$ cat config.mk
export PLATFORM = sky130hd
export DESIGN_NAME = fringe_xchg_sched_flat
export DESIGN_NICKNAME = d
export VERILOG_FILES = /design/src/rtl/fringe_xchg_sched_if.sv /design/src/rtl/fringe_xchg_sched.sv /design/src/flat_wrapper.sv
export SDC_FILE = /design/constraint.sdc
export NUM_CORES = 1
export LEC_CHECK = 0
export CAP_MARGIN = 10
export CORE_MARGIN = 2
export CORE_UTILIZATION = 55
export CTS_CLUSTER_SIZE = 8
export DETAILED_ROUTE_END_ITERATION = 12
export PLACE_DENSITY = 0.74
export SKIP_LAST_GASP = 1
export SYNTH_ARGS = -nofsm -noshare
export SYNTH_HDL_FRONTEND = slang
export SYNTH_SLANG_ARGS = --single-unit
export TNS_END_PERCENT = 50
$ cat constraint.sdc
create_clock -name clk_i -period 12.62 [get_ports clk_i]
set_clock_uncertainty 0.1 [all_clocks]
set_input_delay 1.893 -clock clk_i [delete_from_list [all_inputs] [get_ports clk_i]]
set_output_delay 1.893 -clock clk_i [all_outputs]
set_load 0.005 [all_outputs]
$ cat src/rtl/fringe_xchg_sched_if.sv
// Put handshake between the exchange scheduler (master) and the fringe transport (slave).
interface fringe_xchg_sched_if #(
    parameter int PART_W = 1,
    parameter int CLK_W  = 2,
    parameter int DATA_W = 9
);
    logic              put_req;
    logic [PART_W-1:0] put_part;
    logic [CLK_W-1:0]  put_clk;
    logic [DATA_W-1:0] put_data;
    logic              put_ack;
    logic              put_err;

    modport master (output put_req, put_part, put_clk, put_data, input put_ack, put_err);
    modport slave  (input put_req, put_part, put_clk, put_data, output put_ack, put_err);
endinterface

$ cat src/rtl/fringe_xchg_sched.sv
// Target-side fringe exchange scheduler: captures rows on mission-clock rising edges,
// queues them in a pool FIFO and issues them over a put handshake with retry/timeout.
module fringe_xchg_sched #(
    parameter int NUM_CLOCKS = 4,
    parameter int NUM_ROWS   = 4,
    parameter int NUM_PARTS  = 1,
    parameter int DATA_W     = 9,
    parameter int POOL_DEPTH = 4,
    parameter int MAX_RETRY  = 2,
    parameter int TIMEOUT    = 64,
    localparam int CLK_W  = (NUM_CLOCKS > 1) ? $clog2(NUM_CLOCKS) : 1,
    localparam int ROW_W  = (NUM_ROWS > 1) ? $clog2(NUM_ROWS) : 1,
    localparam int PART_W = (NUM_PARTS > 1) ? $clog2(NUM_PARTS) : 1,
    localparam int LVL_W  = $clog2(POOL_DEPTH) + 1
) (
    input  logic                         clk_i,
    input  logic                         rst_i,
    input  logic [NUM_CLOCKS-1:0]        mclk_i,
    input  logic [NUM_ROWS*DATA_W-1:0]   row_data_i,
    input  logic                         cfg_we_i,
    input  logic [ROW_W-1:0]             cfg_row_i,
    input  logic [CLK_W-1:0]             cfg_clk_i,
    input  logic [PART_W-1:0]            cfg_part_i,
    input  logic                         cfg_mask_i,
    fringe_xchg_sched_if.master          put,
    output logic [NUM_CLOCKS-1:0]        freeze_clk_o,
    output logic                         busy_o,
    output logic [LVL_W-1:0]             pool_level_o,
    output logic [15:0]                  done_cnt_o,
    output logic                         overrun_o,
    output logic                         fail_o,
    output logic                         timeout_o,
    input  logic                         stat_clr_i
);
    localparam int ENT_W = PART_W + CLK_W + DATA_W;
    localparam int PTR_W = $clog2(POOL_DEPTH);
    localparam int INC_W = $clog2(NUM_ROWS + 1);
    localparam int CNT_W = $clog2(NUM_ROWS + POOL_DEPTH + 2);
    localparam int WD_W  = $clog2(TIMEOUT + 1);
    localparam int AT_W  = (MAX_RETRY > 0) ? $clog2(MAX_RETRY + 1) : 1;

    typedef enum logic [1:0] {S_IDLE, S_WAIT, S_RETRY} state_t;

    logic [NUM_CLOCKS-1:0] mclk_s_reg, mclk_d_reg, mclk_edge;
    logic [CLK_W-1:0]      tbl_clk [NUM_ROWS];
    logic [ENT_W-1:0]      shadow  [NUM_ROWS];
    logic [NUM_ROWS-1:0]   pend, cap, clr, ovr_hit, fresh;
    logic [ROW_W-1:0]      ld_idx;
    logic                  push, pop, fifo_full, fifo_empty;
    logic [ENT_W-1:0]      pool_mem [POOL_DEPTH];
    logic [PTR_W-1:0]      wr_ptr_reg, rd_ptr_reg;
    logic [LVL_W-1:0]      level_reg;
    logic [INC_W-1:0]      inc_next [NUM_CLOCKS];
    logic [INC_W-1:0]      inc_reg  [NUM_CLOCKS];
    logic [CNT_W-1:0]      out_reg  [NUM_CLOCKS];

    state_t                state_reg, state_next;
    logic                  req_reg, req_next;
    logic [AT_W-1:0]       attempt_reg, attempt_next;
    logic [WD_W-1:0]       wdog_reg, wdog_next;
    logic [PART_W-1:0]     part_reg;
    logic [CLK_W-1:0]      pclk_reg;
    logic [DATA_W-1:0]     data_reg;
    logic                  dec_en, done_inc, fail_set, tmo_set;

    // Two-flop sampling of the asynchronous mission clocks; only rising edges matter.
    always_ff @(posedge clk_i or posedge rst_i) begin
        if (rst_i) begin
            mclk_s_reg <= '0;
            mclk_d_reg <= '0;
        end else begin
            mclk_s_reg <= mclk_i;
            mclk_d_reg <= mclk_s_reg;
        end
    end
    assign mclk_edge = mclk_s_reg & ~mclk_d_reg;

    generate
        for (genvar gi = 0; gi < NUM_ROWS; gi++) begin : g_row
            logic [CLK_W-1:0]  clk_reg;
            logic [PART_W-1:0] prt_reg;
            logic              mask_reg;
            logic              pend_reg;
            logic [ENT_W-1:0]  shadow_reg;

            always_ff @(posedge clk_i or posedge rst_i) begin
                if (rst_i) begin
                    clk_reg    <= CLK_W'(gi % NUM_CLOCKS);
                    prt_reg    <= '0;
                    mask_reg   <= 1'b0;
                    pend_reg   <= 1'b0;
                    shadow_reg <= '0;
                end else begin
                    if (cfg_we_i && cfg_row_i == ROW_W'(gi)) begin
                        clk_reg  <= cfg_clk_i;
                        prt_reg  <= cfg_part_i;
                        mask_reg <= cfg_mask_i;
                    end
                    // A capture in the same cycle as the loader's clear keeps the row pending.
                    pend_reg <= cap[gi] | (pend_reg & ~clr[gi]);
                    if (cap[gi])
                        shadow_reg <= {prt_reg, clk_reg, row_data_i[gi*DATA_W +: DATA_W]};
                end
            end

            assign cap[gi]     = ~mask_reg & mclk_edge[clk_reg];
            assign ovr_hit[gi] = cap[gi] & pend_reg & ~clr[gi];
            assign fresh[gi]   = cap[gi] & ~ovr_hit[gi];
            assign pend[gi]    = pend_reg;
            assign tbl_clk[gi] = clk_reg;
            assign shadow[gi]  = shadow_reg;
        end
    endgenerate

    assign fifo_full  = (level_reg == LVL_W'(POOL_DEPTH));
    assign fifo_empty = (level_reg == '0);

    always_comb begin
        ld_idx = '0;
        for (int i = NUM_ROWS - 1; i >= 0; i--)
            if (pend[i]) ld_idx = ROW_W'(i);
        push = (|pend) && !fifo_full;
        clr  = '0;
        if (push) clr[ld_idx] = 1'b1;
    end

    always_comb begin
        for (int c = 0; c < NUM_CLOCKS; c++) begin
            inc_next[c] = '0;
            for (int r = 0; r < NUM_ROWS; r++)
                if (fresh[r] && tbl_clk[r] == CLK_W'(c)) inc_next[c] = inc_next[c] + 1'b1;
        end
    end

    always_ff @(posedge clk_i) begin
        if (push) pool_mem[wr_ptr_reg] <= shadow[ld_idx];
    end

    always_ff @(posedge clk_i or posedge rst_i) begin
        if (rst_i) begin
            wr_ptr_reg <= '0;
            rd_ptr_reg <= '0;
            level_reg  <= '0;
        end else begin
            if (push) wr_ptr_reg <= wr_ptr_reg + 1'b1;
            if (pop)  rd_ptr_reg <= rd_ptr_reg + 1'b1;
            if (push && !pop)      level_reg <= level_reg + 1'b1;
            else if (!push && pop) level_reg <= level_reg - 1'b1;
        end
    end

    // Fresh captures are counted a cycle late, so freeze follows the capture by one cycle.
    always_ff @(posedge clk_i or posedge rst_i) begin
        if (rst_i) begin
            for (int c = 0; c < NUM_CLOCKS; c++) begin
                inc_reg[c] <= '0;
                out_reg[c] <= '0;
            end
        end else begin
            for (int c = 0; c < NUM_CLOCKS; c++) begin
                inc_reg[c] <= inc_next[c];
                out_reg[c] <= out_reg[c] + CNT_W'(inc_reg[c])
                              - CNT_W'(dec_en && pclk_reg == CLK_W'(c));
            end
        end
    end

    generate
        for (genvar gi = 0; gi < NUM_CLOCKS; gi++) begin : g_frz
            assign freeze_clk_o[gi] = |out_reg[gi];
        end
    endgenerate

    always_comb begin
        state_next   = state_reg;
        req_next     = req_reg;
        attempt_next = attempt_reg;
        wdog_next    = wdog_reg;
        pop          = 1'b0;
        dec_en       = 1'b0;
        done_inc     = 1'b0;
        fail_set     = 1'b0;
        tmo_set      = 1'b0;
        case (state_reg)
            S_IDLE: begin
                if (!fifo_empty) begin
                    pop          = 1'b1;
                    req_next     = 1'b1;
                    attempt_next = '0;
                    wdog_next    = '0;
                    state_next   = S_WAIT;
                end
            end
            S_WAIT: begin
                if (put.put_ack) begin
                    req_next = 1'b0;
                    if (!put.put_err) begin
                        done_inc   = 1'b1;
                        dec_en     = 1'b1;
                        state_next = S_IDLE;
                    end else if (attempt_reg < AT_W'(MAX_RETRY)) begin
                        attempt_next = attempt_reg + 1'b1;
                        state_next   = S_RETRY;
                    end else begin
                        fail_set   = 1'b1;
                        dec_en     = 1'b1;
                        state_next = S_IDLE;
                    end
                end else if (wdog_reg == WD_W'(TIMEOUT - 1)) begin
                    tmo_set    = 1'b1;
                    dec_en     = 1'b1;
                    req_next   = 1'b0;
                    state_next = S_IDLE;
                end else begin
                    wdog_next = wdog_reg + 1'b1;
                end
            end
            S_RETRY: begin
                req_next   = 1'b1;
                wdog_next  = '0;
                state_next = S_WAIT;
            end
            default: begin
                req_next   = 1'b0;
                state_next = S_IDLE;
            end
        endcase
    end

    always_ff @(posedge clk_i or posedge rst_i) begin
        if (rst_i) begin
            state_reg   <= S_IDLE;
            req_reg     <= 1'b0;
            attempt_reg <= '0;
            wdog_reg    <= '0;
            part_reg    <= '0;
            pclk_reg    <= '0;
            data_reg    <= '0;
            done_cnt_o  <= '0;
            overrun_o   <= 1'b0;
            fail_o      <= 1'b0;
            timeout_o   <= 1'b0;
        end else begin
            state_reg   <= state_next;
            req_reg     <= req_next;
            attempt_reg <= attempt_next;
            wdog_reg    <= wdog_next;
            if (pop) {part_reg, pclk_reg, data_reg} <= pool_mem[rd_ptr_reg];
            // Clearing statistics wins over a same-cycle update.
            if (stat_clr_i) begin
                done_cnt_o <= '0;
                overrun_o  <= 1'b0;
                fail_o     <= 1'b0;
                timeout_o  <= 1'b0;
            end else begin
                if (done_inc)  done_cnt_o <= done_cnt_o + 16'd1;
                if (|ovr_hit)  overrun_o  <= 1'b1;
                if (fail_set)  fail_o     <= 1'b1;
                if (tmo_set)   timeout_o  <= 1'b1;
            end
        end
    end

    assign put.put_req  = req_reg;
    assign put.put_part = part_reg;
    assign put.put_clk  = pclk_reg;
    assign put.put_data = data_reg;
    assign pool_level_o = level_reg;
    assign busy_o       = (|pend) || !fifo_empty || (state_reg != S_IDLE);
endmodule

$ cat src/flat_wrapper.sv
// flat-port wrapper written by rule: the top's interface ports become plain ports
module fringe_xchg_sched_flat 
#(
    parameter int NUM_CLOCKS = 4,
    parameter int NUM_ROWS   = 4,
    parameter int NUM_PARTS  = 1,
    parameter int DATA_W     = 9,
    parameter int POOL_DEPTH = 4,
    parameter int MAX_RETRY  = 2,
    parameter int TIMEOUT    = 64,
    localparam int CLK_W  = (NUM_CLOCKS > 1) ? $clog2(NUM_CLOCKS) : 1,
    localparam int ROW_W  = (NUM_ROWS > 1) ? $clog2(NUM_ROWS) : 1,
    localparam int PART_W = (NUM_PARTS > 1) ? $clog2(NUM_PARTS) : 1,
    localparam int LVL_W  = $clog2(POOL_DEPTH) + 1
)
  (clk_i, rst_i, mclk_i, row_data_i, cfg_we_i, cfg_row_i, cfg_clk_i, cfg_part_i, cfg_mask_i, freeze_clk_o, busy_o, pool_level_o, done_cnt_o, overrun_o, fail_o, timeout_o, stat_clr_i, put_put_req, put_put_part, put_put_clk, put_put_data, put_put_ack, put_put_err);
  fringe_xchg_sched_if #(.PART_W(1), .CLK_W(2), .DATA_W(DATA_W)) put_i ();
  input  logic clk_i;
  input  logic rst_i;
  input  logic [NUM_CLOCKS-1:0] mclk_i;
  input  logic [NUM_ROWS*DATA_W-1:0] row_data_i;
  input  logic cfg_we_i;
  input  logic [ROW_W-1:0] cfg_row_i;
  input  logic [CLK_W-1:0] cfg_clk_i;
  input  logic [PART_W-1:0] cfg_part_i;
  input  logic cfg_mask_i;
  output logic [NUM_CLOCKS-1:0] freeze_clk_o;
  output logic busy_o;
  output logic [LVL_W-1:0] pool_level_o;
  output logic [15:0] done_cnt_o;
  output logic overrun_o;
  output logic fail_o;
  output logic timeout_o;
  input  logic stat_clr_i;
  output wire logic [$bits(put_i.put_req)-1:0] put_put_req;
  output wire logic [$bits(put_i.put_part)-1:0] put_put_part;
  output wire logic [$bits(put_i.put_clk)-1:0] put_put_clk;
  output wire logic [$bits(put_i.put_data)-1:0] put_put_data;
  input wire logic [$bits(put_i.put_ack)-1:0] put_put_ack;
  input wire logic [$bits(put_i.put_err)-1:0] put_put_err;
  assign put_put_req = put_i.put_req;
  assign put_put_part = put_i.put_part;
  assign put_put_clk = put_i.put_clk;
  assign put_put_data = put_i.put_data;
  assign put_i.put_ack = put_put_ack;
  assign put_i.put_err = put_put_err;
  fringe_xchg_sched #(.NUM_CLOCKS(NUM_CLOCKS), .NUM_ROWS(NUM_ROWS), .NUM_PARTS(NUM_PARTS), .DATA_W(DATA_W), .POOL_DEPTH(POOL_DEPTH), .MAX_RETRY(MAX_RETRY), .TIMEOUT(TIMEOUT)) u_core (.clk_i(clk_i), .rst_i(rst_i), .mclk_i(mclk_i), .row_data_i(row_data_i), .cfg_we_i(cfg_we_i), .cfg_row_i(cfg_row_i), .cfg_clk_i(cfg_clk_i), .cfg_part_i(cfg_part_i), .cfg_mask_i(cfg_mask_i), .put(put_i), .freeze_clk_o(freeze_clk_o), .busy_o(busy_o), .pool_level_o(pool_level_o), .done_cnt_o(done_cnt_o), .overrun_o(overrun_o), .fail_o(fail_o), .timeout_o(timeout_o), .stat_clr_i(stat_clr_i));
endmodule
# Word-level counts from Yosys, hierarchy flattened
# Memories as Yosys holds them, arrays and structs flattened. A register that Yosys moved wholly into a read port is not among the register bits.
# Cells that the tools add are included.
[word_totals]
output_inout_bits = 40
word_cells = 284
ram_bits = 48
inputBits = 52
register_bits = 142
memories = 1
[memory_table]
columns = ["memory", "words", "word_bits", "read_ports", "rd_clocked_by_memory_dff", "wr", "line_no", "text"]
rows = [
  ["u_core.pool_mem", 4, 12, 1, 1, 1, "fringe_xchg_sched.sv:50", "logic [ENT_W-1:0] pool_mem [POOL_DEPTH];"],
]
[op_classes]
muxes = 80
n_eq_ne = 29
n_bitwise = 39
magnitude_cmp = 8
add_sub_neg = 27
reduce_logical = 59
[ops]
columns = ["operator", "n"]
rows = [
  ["$mux 3", 14],
  ["$mux 1", 35],
  ["$mux 16", 2],
  ["$logic_and 1x1->1", 28],
  ["$add 3x1->3 const B", 9],
  ["$eq 2x2->1 const B", 13],
  ["$mux 2", 13],
  ["$bmux 12 s2", 1],
  ["$mux 12", 2],
  ["$reduce_or 4->1", 6],
  ["$mux 7", 3],
  ["$pmux 7 s3", 1],
  ["$and 1x1->1", 20],
  ["$add 16x1->16 const B", 1],
  ["$add 4x3->4", 4],
  ["$sub 4x1->4", 4],
  ["$lt 2x3->1 const B", 5],
  ["$eq 2x1->1 const B", 7],
  ["$logic_not 2->1", 7],
  ["$reduce_bool 2->1", 7],
  ["$not 1->1", 12],
  ["$ne 2x2->1 const B", 5],
  ["$add 1x1->2 const B", 4],
  ["$bmux 1 s2", 4],
  ["26 further kinds", 35],
]

# Depth between registers and ports, before layout
# Gate-level depths: netlist of the first run.
[depth]
depth_word = 21
ltp_mapped = 12
mapped_depth_nobuf = 12

# Worst setup path before layout of the first run
# Ideal clock, no wire load.
[synth_timing]
path_type = "input-to-reg"
start = "input port put_put_ack"
end = "register u_core.out_reg[2] (netlist bit)"
n_path_buf = 0
cell_stages = 10
required_time_ns = 12.397
setup_slack_ns = 8.940
setup_time_ns = 0.123
arrival_time_ns = 3.457
cell_sequence = "nand2_1 o221ai_1 inv_1 and3_1 ha_1 inv_1 ha_1 inv_1 fa_1 xnor2_1"
[synth_between]
elab_chain_len = 4
[synth_rtl]
columns = ["item", "line_no", "text"]
rows = [
  ["from (decl)", "flat_wrapper.sv:39", "input wire logic [$bits(put_i.put_ack)-1:0] put_put_ack;"],
  ["$mux 1", "fringe_xchg_sched.sv:195", "if (put.put_ack) begin"],
  ["$mux 1", "fringe_xchg_sched.sv:184", "case (state_reg)"],
  ["$logic_and 1x1->1", "fringe_xchg_sched.sv:163", "- CNT_W'(dec_en && pclk_reg == CLK_W'(c));"],
  ["$sub 4x1->4", "fringe_xchg_sched.sv:163", ""],
  ["to (signal, indexed assignment)", "fringe_xchg_sched.sv:162", "out_reg[c] <= out_reg[c] + CNT_W'(inc_reg[c])"],
  ["to (decl)", "fringe_xchg_sched.sv:55", "logic [CNT_W-1:0] out_reg [NUM_CLOCKS];"],
]
# No other way between the ends.
# A chain may end at the register's enable or synchronous reset.

# Worst setup path in the final report of the first run
[layout_timing]
start = "register u_core.g_row[1].pend_reg"
end = "output port busy_o"
[layout_between]
elab_chain_len = 3
[layout_rtl]
columns = ["item", "line_no", "text"]
rows = [
  ["from (decl)", "fringe_xchg_sched.sv:83", "logic pend_reg;"],
  ["from (signal assigned)", "fringe_xchg_sched.sv:100", "pend_reg <= cap[gi] | (pend_reg & ~clr[gi]);"],
  ["$reduce_or 4->1", "fringe_xchg_sched.sv:269", "assign busy_o = (|pend) || !fifo_empty || (state_reg != S_IDLE);"],
  ["$logic_or 1x1->1 (2 in series)", "fringe_xchg_sched.sv:269", ""],
  ["to (decl)", "flat_wrapper.sv:28", "output logic busy_o;"],
]
# No other way between the ends.

==> run summary, run 1 <==
The run finished with clean final reports. The tools report the quantity of gates resized following cts as 0. The most frequently used flop master after synthesis was dfrtp_1. The run gives 3 as the number of buffers between clock root and the deepest sink. For the worst setup path, the data required time is 10630 ps.

0 antenna diodes ended up in the layout. The critical path is of the reg -> out type. The run gives 0 as the number of antenna-violating nets in the routed design.

The path class of the tightest hold or removal check is reg -> reg. Prior to clock tree synthesis, the placed netlist has a worst setup slack of 8136 ps. Across the run, the number of max-cap violations was 0.

The instance count on the critical path was 3. The tree built by TritonCTS fans out to 202 sinks. For this design the ratio of total power to cell area is 248.0 mW/mm2. For this run, the top clock speed supported by timing is 234.2 MHz. The peak fanout along the critical path came out at 8. The total CTS buffers was 29.

The origin of the critical flop-to-flop path was u_core.pool_level_o[0]. The logs give 0.1880 for the worst slew margin relative to its limit and 540 ps for the insertion delay to the later sink of the worst-skew pair. Pin placement for this block handled 92 I/O pins.

The worst-case vdd ir drop was 0.1353 mV. Data on the critical path arrives at its endpoint at 2280 ps. The number of different library cells in the post-synthesis netlist came out at 58.

The mean cell area of the mapped netlist was 12.98 um2; the die footprint was 0.01824 mm2. After detailed routing, the average wire length per cell comes to 17.89 um. For hold timing, the worst endpoint is u_core.mclk_d_reg[0]. The via-per-instance ratio works out to 5.571. The tools report the hold path startpoint as u_core.mclk_s_reg[0].

The first TritonRoute pass finished after 4 iterations. In this design, the stage delay of the slowest critical-path cell is 650 ps. Post-route minimum period: 4271 ps. Setup repair after global routing left no endpoint under its margin.

Once placement finished, the instance area stood at 0.01057 mm2. In this run the static leakage power is 4.829 nW. The kind of cell adding the most delay to the critical path was simple AND/OR/NAND/NOR gates. The final setup violation count was 0.

The run gives 0 as the final max-slew violation count. The root buffer cell chosen for the clock tree is clkbuf_16. The top cell types in the final layout, fill and taps aside, are dfrtp_1 (150), clkdlybuf4s50_1 (91), mux2_2 (78), inv_1 (64), edfxtp_1 (48). During synthesis, Yosys emitted a total of 0 warnings.

The buffer and inverter count on the worst path is 1, and the clock transition at the register clock pins on the worst setup and hold paths after CTS is 50 ps. After floorplanning, the core was divided into 47 placement rows. Counting the fill cells in the layout gives 1177. The flop and latch count out of synthesis works out to 202.

End of the worst register-to-register path: u_core.inc_reg[7]. The tools report the endpoint kind of the worst setup timing path as an output port. The total via count after detailed routing came out at 5983. Setup slack on the critical path of the routed design comes to 8349 ps. The via count of the first global-routing pass is 6282, and the largest net degree at the start of global routing is 82. For the sum of negative setup slack, the log shows 0 ps.

Leaving out fill and tap cells, the most frequent cell in the layout is dfrtp_1. The die extent in x is 135.1 um. The tools report the startpoint class of the critical path as a register.

Cell with the largest stage delay on the worst path: nor4_1. After synthesis the cells add up to 0.009449 mm2. For this block, the routed nets add up to 19220 um of wire. For the number of levels in the clock H-tree, the log shows 1.

TritonCTS built the clock tree. At the pin with the least slew margin, the transition time is 1209 ps. After legalization and detailed placement, the total HPWL measured 13050 um.

The first routing iteration left 379 violations. The logs give 0 for the number of setup buffers added after CTS and 931 for the count of nets after finishing. The floorplan step set the die height to 135.1 um. Global-route wire length before repair: 32040 um. The overall track demand over capacity in global routing was 0.2233. Final hold violation count: 0. The share of synthesized flip-flops with an asynchronous set or reset was 0.7624.

The logs give 0.6834 for the utilization of the core after routing and 9470 ps for the register-to-register setup slack. The post-route fraction of the period consumed by the critical path was 0.3384; the count of buffers inserted at the top-level ports was 91. Walking the worst path, the cells encountered are nor4_1 -> nand3_1 -> clkdlybuf4s50_1.

The starting density of the core was 0.5658. Instance count of the mapped netlist: 728. The logs give 0.5609 for the part of the Yosys area used for sequential elements and 828 for the post-synth net total. For the routability-driven placement congestion ratio, the log shows 0.8328. For the quantity of hold-fixing buffers added after cts, the log shows 0. The finished cells cover 0.01141 mm2. The synthesized design contains 48 enable-type register cells. The share of cells above drive strength 1 was 0.1698; the final-layout worst hold slack was 282.3 ps. The logs give 0 for the global route total overflow and 0 for the number of DRC violations after detailed routing. The area of the placeable core is 0.01670 mm2. The number of antenna violations at the first check in global routing was 0; the number of cells on the worst hold path was 0.

Counting cells, the worst reg-to-reg path comes to 8. The area growth from synthesis to layout is 20.79%.
-- where the power goes --
part	switching (W)	internal, W	leakage [nW]
logic	0.000475	0.000473	2.10
registers	0.000174	0.00101	2.34
clock network	0.000269	0.000431	0.394
-- per-stage QoR --
step                total power, W  cells
finish                    0.002831   1074
global route              0.003017   1074
CTS                       0.002857   1074
detailed placement        0.002132   1020
global placement          0.002050   1020
floorplan                 0.001810    728
-- cells in the mapped netlist, drive strengths merged (4+ instances only) --
| library cell | count | area [um2] |
|---|---|---|
| a21oi | 13 | 65.06 |
| o21ai | 24 | 123.9 |
| nor2 | 36 | 135.1 |
| edfxtp | 48 | 1441 |
| and3 | 5 | 31.28 |
| nand4 | 9 | 56.30 |
| fa | 5 | 100.1 |
| a21o | 5 | 37.54 |
| nand3 | 20 | 100.1 |
| ha | 43 | 538.0 |
| nand2b | 6 | 37.54 |
| dfstp | 4 | 105.1 |
| xnor2 | 27 | 251.5 |
| buf | 14 | 68.81 |
| dfrtp | 150 | 3754 |
| nor4 | 5 | 46.29 |
| nand3b | 5 | 37.54 |
| nor3 | 6 | 30.03 |
| nor3b | 6 | 50.05 |
| or4 | 7 | 60.06 |
| and2 | 10 | 62.56 |
| mux2i | 19 | 202.7 |
| inv | 65 | 244.0 |
| mux2 | 79 | 889.6 |
| xor2 | 22 | 192.7 |
| mux4 | 12 | 270.3 |
| nand2 | 28 | 105.1 |
| a22oi | 12 | 90.09 |
| nor2b | 7 | 43.79 |
| clkbuf | 9 | 33.78 |
-- routing by layer --
| metal | track usage | routed length (um) | part of all wire |
|---|---|---|---|
| met1 | 0.2999 | 8390 | 0.44 |
| met4 | 0.06655 | 420 | 0.022 |
| met5 | 0 | 0 | 0 |
| met2 | 0.3824 | 9685 | 0.50 |
| met3 | 0.03078 | 719 | 0.037 |
-- worst max-delay path by stage --
stage | startpoint | to | slack [ps]
after floorplan | rst_i | u_core.attempt_reg[0] | 6480
after global placement | put_put_ack | u_core.out_reg[1] | 8180
after detailed placement | put_put_ack | u_core.out_reg[2] | 8140
after CTS | u_core.g_row[1].pend_reg | busy_o | 8340
after global routing | u_core.g_row[1].pend_reg | busy_o | 8230
final | u_core.g_row[1].pend_reg | busy_o | 8350
-- kinds of logic (layout without fill, tap and decap cells) --
logic type / count (synthesis) / in the layout / share of synthesized area
buf+inv: 88 / 214 / 0.03668
xor+xnor: 49 / 49 / 0.04701
flops: 202 / 202 / 0.5609
mux: 110 / 110 / 0.1442
simple gates: 161 / 161 / 0.09349
fa+ha+maj: 48 / 48 / 0.06753
compound gates: 70 / 70 / 0.05019
-- layout make-up --
cell class	instances	area (um2)	area share
clock buffer	52	812.0	0.07115
inverter	65	249.0	0.02182
multi-input combinational	438	3809	0.3337
clock inverter	2	27.53	0.002412
tap	220	275.3	0.02412
timing repair buffer	95	940.9	0.08244
sequential	202	5300	0.4644
-- worst register-to-register path: stages (launching register included) --
cell,delay (ps)
dfrtp_1,460
nor3b_2,560
o21ai_0,320
and3_1,320
and3b_1,190
ha_1,320
xnor2_2,200
ha_1,260
mux2_1,290
Power figures use the tool's default switching activity.
==> run 2, diff against run 1 <==
Clock period 12.62 ns to 4.2 ns, I/O delays scaled along.
==> run summary, run 2 (same netlist as run 1, synthesis figures left out) <==
The flow ran to the end, and the final reports show no timing, DRC or antenna violations. The global-route wire length before repair is 31840 um (-0.62%), and the area of the placeable core is 0.01670 mm2 (unchanged). The number of levels in the clock H-tree was 1 (unchanged); the total area of sequential cells was 0.005300 mm2 (unchanged).

Number of search-and-repair iterations in the first detailed-routing pass: 4 (unchanged). The combinational share of power was 0.338 (+0.003); the total CTS buffers was 29 (unchanged). The overall track demand over capacity in global routing is 0.2212 (-0.002065). The worst endpoint data arrival time was 3420 ps (+1140 ps); the standard-cell row count was 47 (unchanged). The run gives 0 (unchanged) as the quantity of hold-fixing buffers added after cts. The via-per-instance ratio came out at 5.541 (-0.54%). The logs give 4.843 nW (+0.28%) for the reported leakage power and 0 (unchanged) for the number of DRC violations after detailed routing.

For the area used by multi-input combinational logic, the log shows 0.003809 mm2 (unchanged). The worst-case vdd ir drop was 0.4239 mV (+210%). Post-route fraction of the period consumed by the critical path: 0.7433. The peak fanout along the critical path works out to 6 (-2). The clock transition at the register clock pins on the worst setup and hold paths after CTS works out to 50 ps (about the same). STA classifies the critical path endpoint as a register. The run gives 0 (unchanged) as the number of setup buffers added after CTS. Number of clock sinks: 202 (unchanged). The die extent in x is 135.1 um (unchanged), and the sum of negative setup slack is 0 ps (unchanged).

The final setup violation count came out at 0 (unchanged). Class of the worst hold path: reg -> reg. The switching part of the total is 0.3266 (+0.002027), and the final HPWL from detailed placement is 13420 um (+2.9%). The per-cell routed wire length was 18.15 um (+1.4%); the quantity of gates resized following cts was 0 (unchanged).

The CTS root buffer is clkbuf_16. The die outline height was 135.1 um (unchanged). For the global route total overflow, the log shows 0 (unchanged). The placed standard-cell area came out at 0.01061 mm2 (+0.30%). The number of max-capacitance violations reported was 0 (unchanged).

Starting density of the core: 0.5658 (unchanged). The number of antenna violations at the first check in global routing was 0 (unchanged); the largest net degree at the start of global routing was 65 (-21%). For the die footprint, the log shows 0.01824 mm2 (unchanged). The logs give 0 (unchanged) for the number of diodes added for antenna fixing and 92 (unchanged) for the total I/O pin count. For the number of filler cells placed in the layout, the log shows 1191 (+1.2%). In the layout the commonest cells are dfrtp_1 (150), clkdlybuf4s50_1 (91), mux2_2 (78), inv_1 (64), edfxtp_1 (48). The aggregate routed wire length came out at 19470 um (+1.3%). The share of cells above drive strength 1 works out to 0.1735 (+0.003716).

The area growth from synthesis to final layout came out at 21.01%. The logs give 0 (unchanged) for the final max-slew violation count and 934 (+0.32%) for the count of nets after finishing. The critical path is of the reg -> reg type. The share of power burned in registers is 0.418 (about the same), and the worst slew margin relative to its limit is 0.3173 (+0.1294). The number of buffers between clock root and the deepest sink was 3 (unchanged); the number of antenna-violating nets in the routed design was 0 (unchanged). The count of buffers inserted at the top-level ports works out to 91 (unchanged). For the finished layout, the period the worst path requires is 3122 ps. The power per standard cell area came out at 746.1 mW/mm2 (+200%).

The slew at the pin closest to its max-slew limit was 1022 ps (-186.9 ps). Setup repair after global routing left no endpoint under its margin. The DRC marker count from the first detailed-route iteration was 339 (-11%); the via count of the first global-routing pass was 6274 (-0.13%). For the clock share of power, the log shows 0.244 (-0.003). For the total via count after detailed routing, the log shows 5945 (-0.64%). STA classifies the critical path startpoint as a register. The worst path required time is 4500 ps (-6130 ps). The net switching component of the power came out at 0.002786 W (+200%).

The routability-driven placement congestion ratio was 0.8105 (-2.7%). TritonCTS built the clock tree. Commonest non-fill, non-tap cell in the layout: dfrtp_1. Highest clock rate: 320.3 MHz. The insertion delay to the later sink of the worst-skew pair was 520 ps (-20 ps); the final non-filler cell area was 0.01143 mm2 (+0.19%). The run gives 0.005745 W (+200%) as the internal power. The final hold violation count was 0 (unchanged).
[run 2: changes by cell type in the layout (fill, tap and decap cells not counted), sizes merged]
cell	before	now
clkbuf	52	49
buf	4	6
inv	66	65
clkinv	0	1
[run 2: metal layers]
layer	vias up	track usage	share of wire
li1	2789	-	-
met1	2986	0.3033	0.44
met2	135	0.3717	0.50
met3	35	0.03416	0.041
met4	0	0.06076	0.022
met5	-	0	0
[run 2: worst paths after layout]
| kind | startpoint | end | slack, ps | cells after the start |
|---|---|---|---|---|
| hold / removal | u_core.mclk_s_reg[0] | u_core.mclk_d_reg[0] | 280 | 0 |
| max in group asynchronous | rst_i | u_core.wdog_reg[0] | 2580 | 3 |
| min in group asynchronous | rst_i | u_core.g_row[0].shadow_reg[8] | 590 | 2 |
| hold reg to reg | u_core.mclk_s_reg[0] | u_core.mclk_d_reg[0] | 280 | 0 |
| setup reg to reg | u_core.pool_level_o[0] | u_core.inc_reg[7] | 1080 | 8 |
| setup / recovery | u_core.pool_level_o[0] | u_core.inc_reg[7] | 1080 | 8 |
[run 2: critical path, cell delays in order, from the launching register on]
cell     delay (ps)
dfrtp_1         460
nor3b_2         530
o21ai_0         310
and3_1          320
and3b_1         190
ha_1            320
xnor2_2         200
ha_1            260
mux2_1          300
[run 2: through the flow]
stage | std cells | setup WS (ps) | hold WS, ps | power, W | util
after floorplan | 728 | 1433 | 254.6 | 0.005440 | -
after global routing | 1073 | 900.8 | 291.3 | 0.009049 | 0.6847
after CTS | 1071 | 1102 | 287.0 | 0.008574 | 0.6838
after detailed placement | 1021 | 987.1 | 276.6 | 0.006438 | 0.6350
after global placement | 1021 | 1109 | 265.5 | 0.006160 | 0.6350
final | 1073 | 1078 | 279.8 | 0.008531 | 0.6847
[run 2: power by group through the flow]
stage | Sequential, W | Clock [W] | Combinational, W
final | 0.00357 | 0.00208 | 0.00289
after global routing | 0.00366 | 0.00221 | 0.00318
after CTS | 0.00357 | 0.00211 | 0.00290
after detailed placement | 0.00358 | 0 | 0.00286
after global placement | 0.00350 | 0 | 0.00266
after floorplan | 0.00334 | 0 | 0.00210
[run 2: layout make-up]
type | instances | share of cell area
Sequential cell | 202 | 0.4635
Multi-Input combinational cell | 438 | 0.3331
Timing Repair Buffer | 98 | 0.08644
Clock buffer | 48 | 0.06970
Tap cell | 220 | 0.02407
Inverter | 65 | 0.02167
Clock inverter | 2 | 0.001532
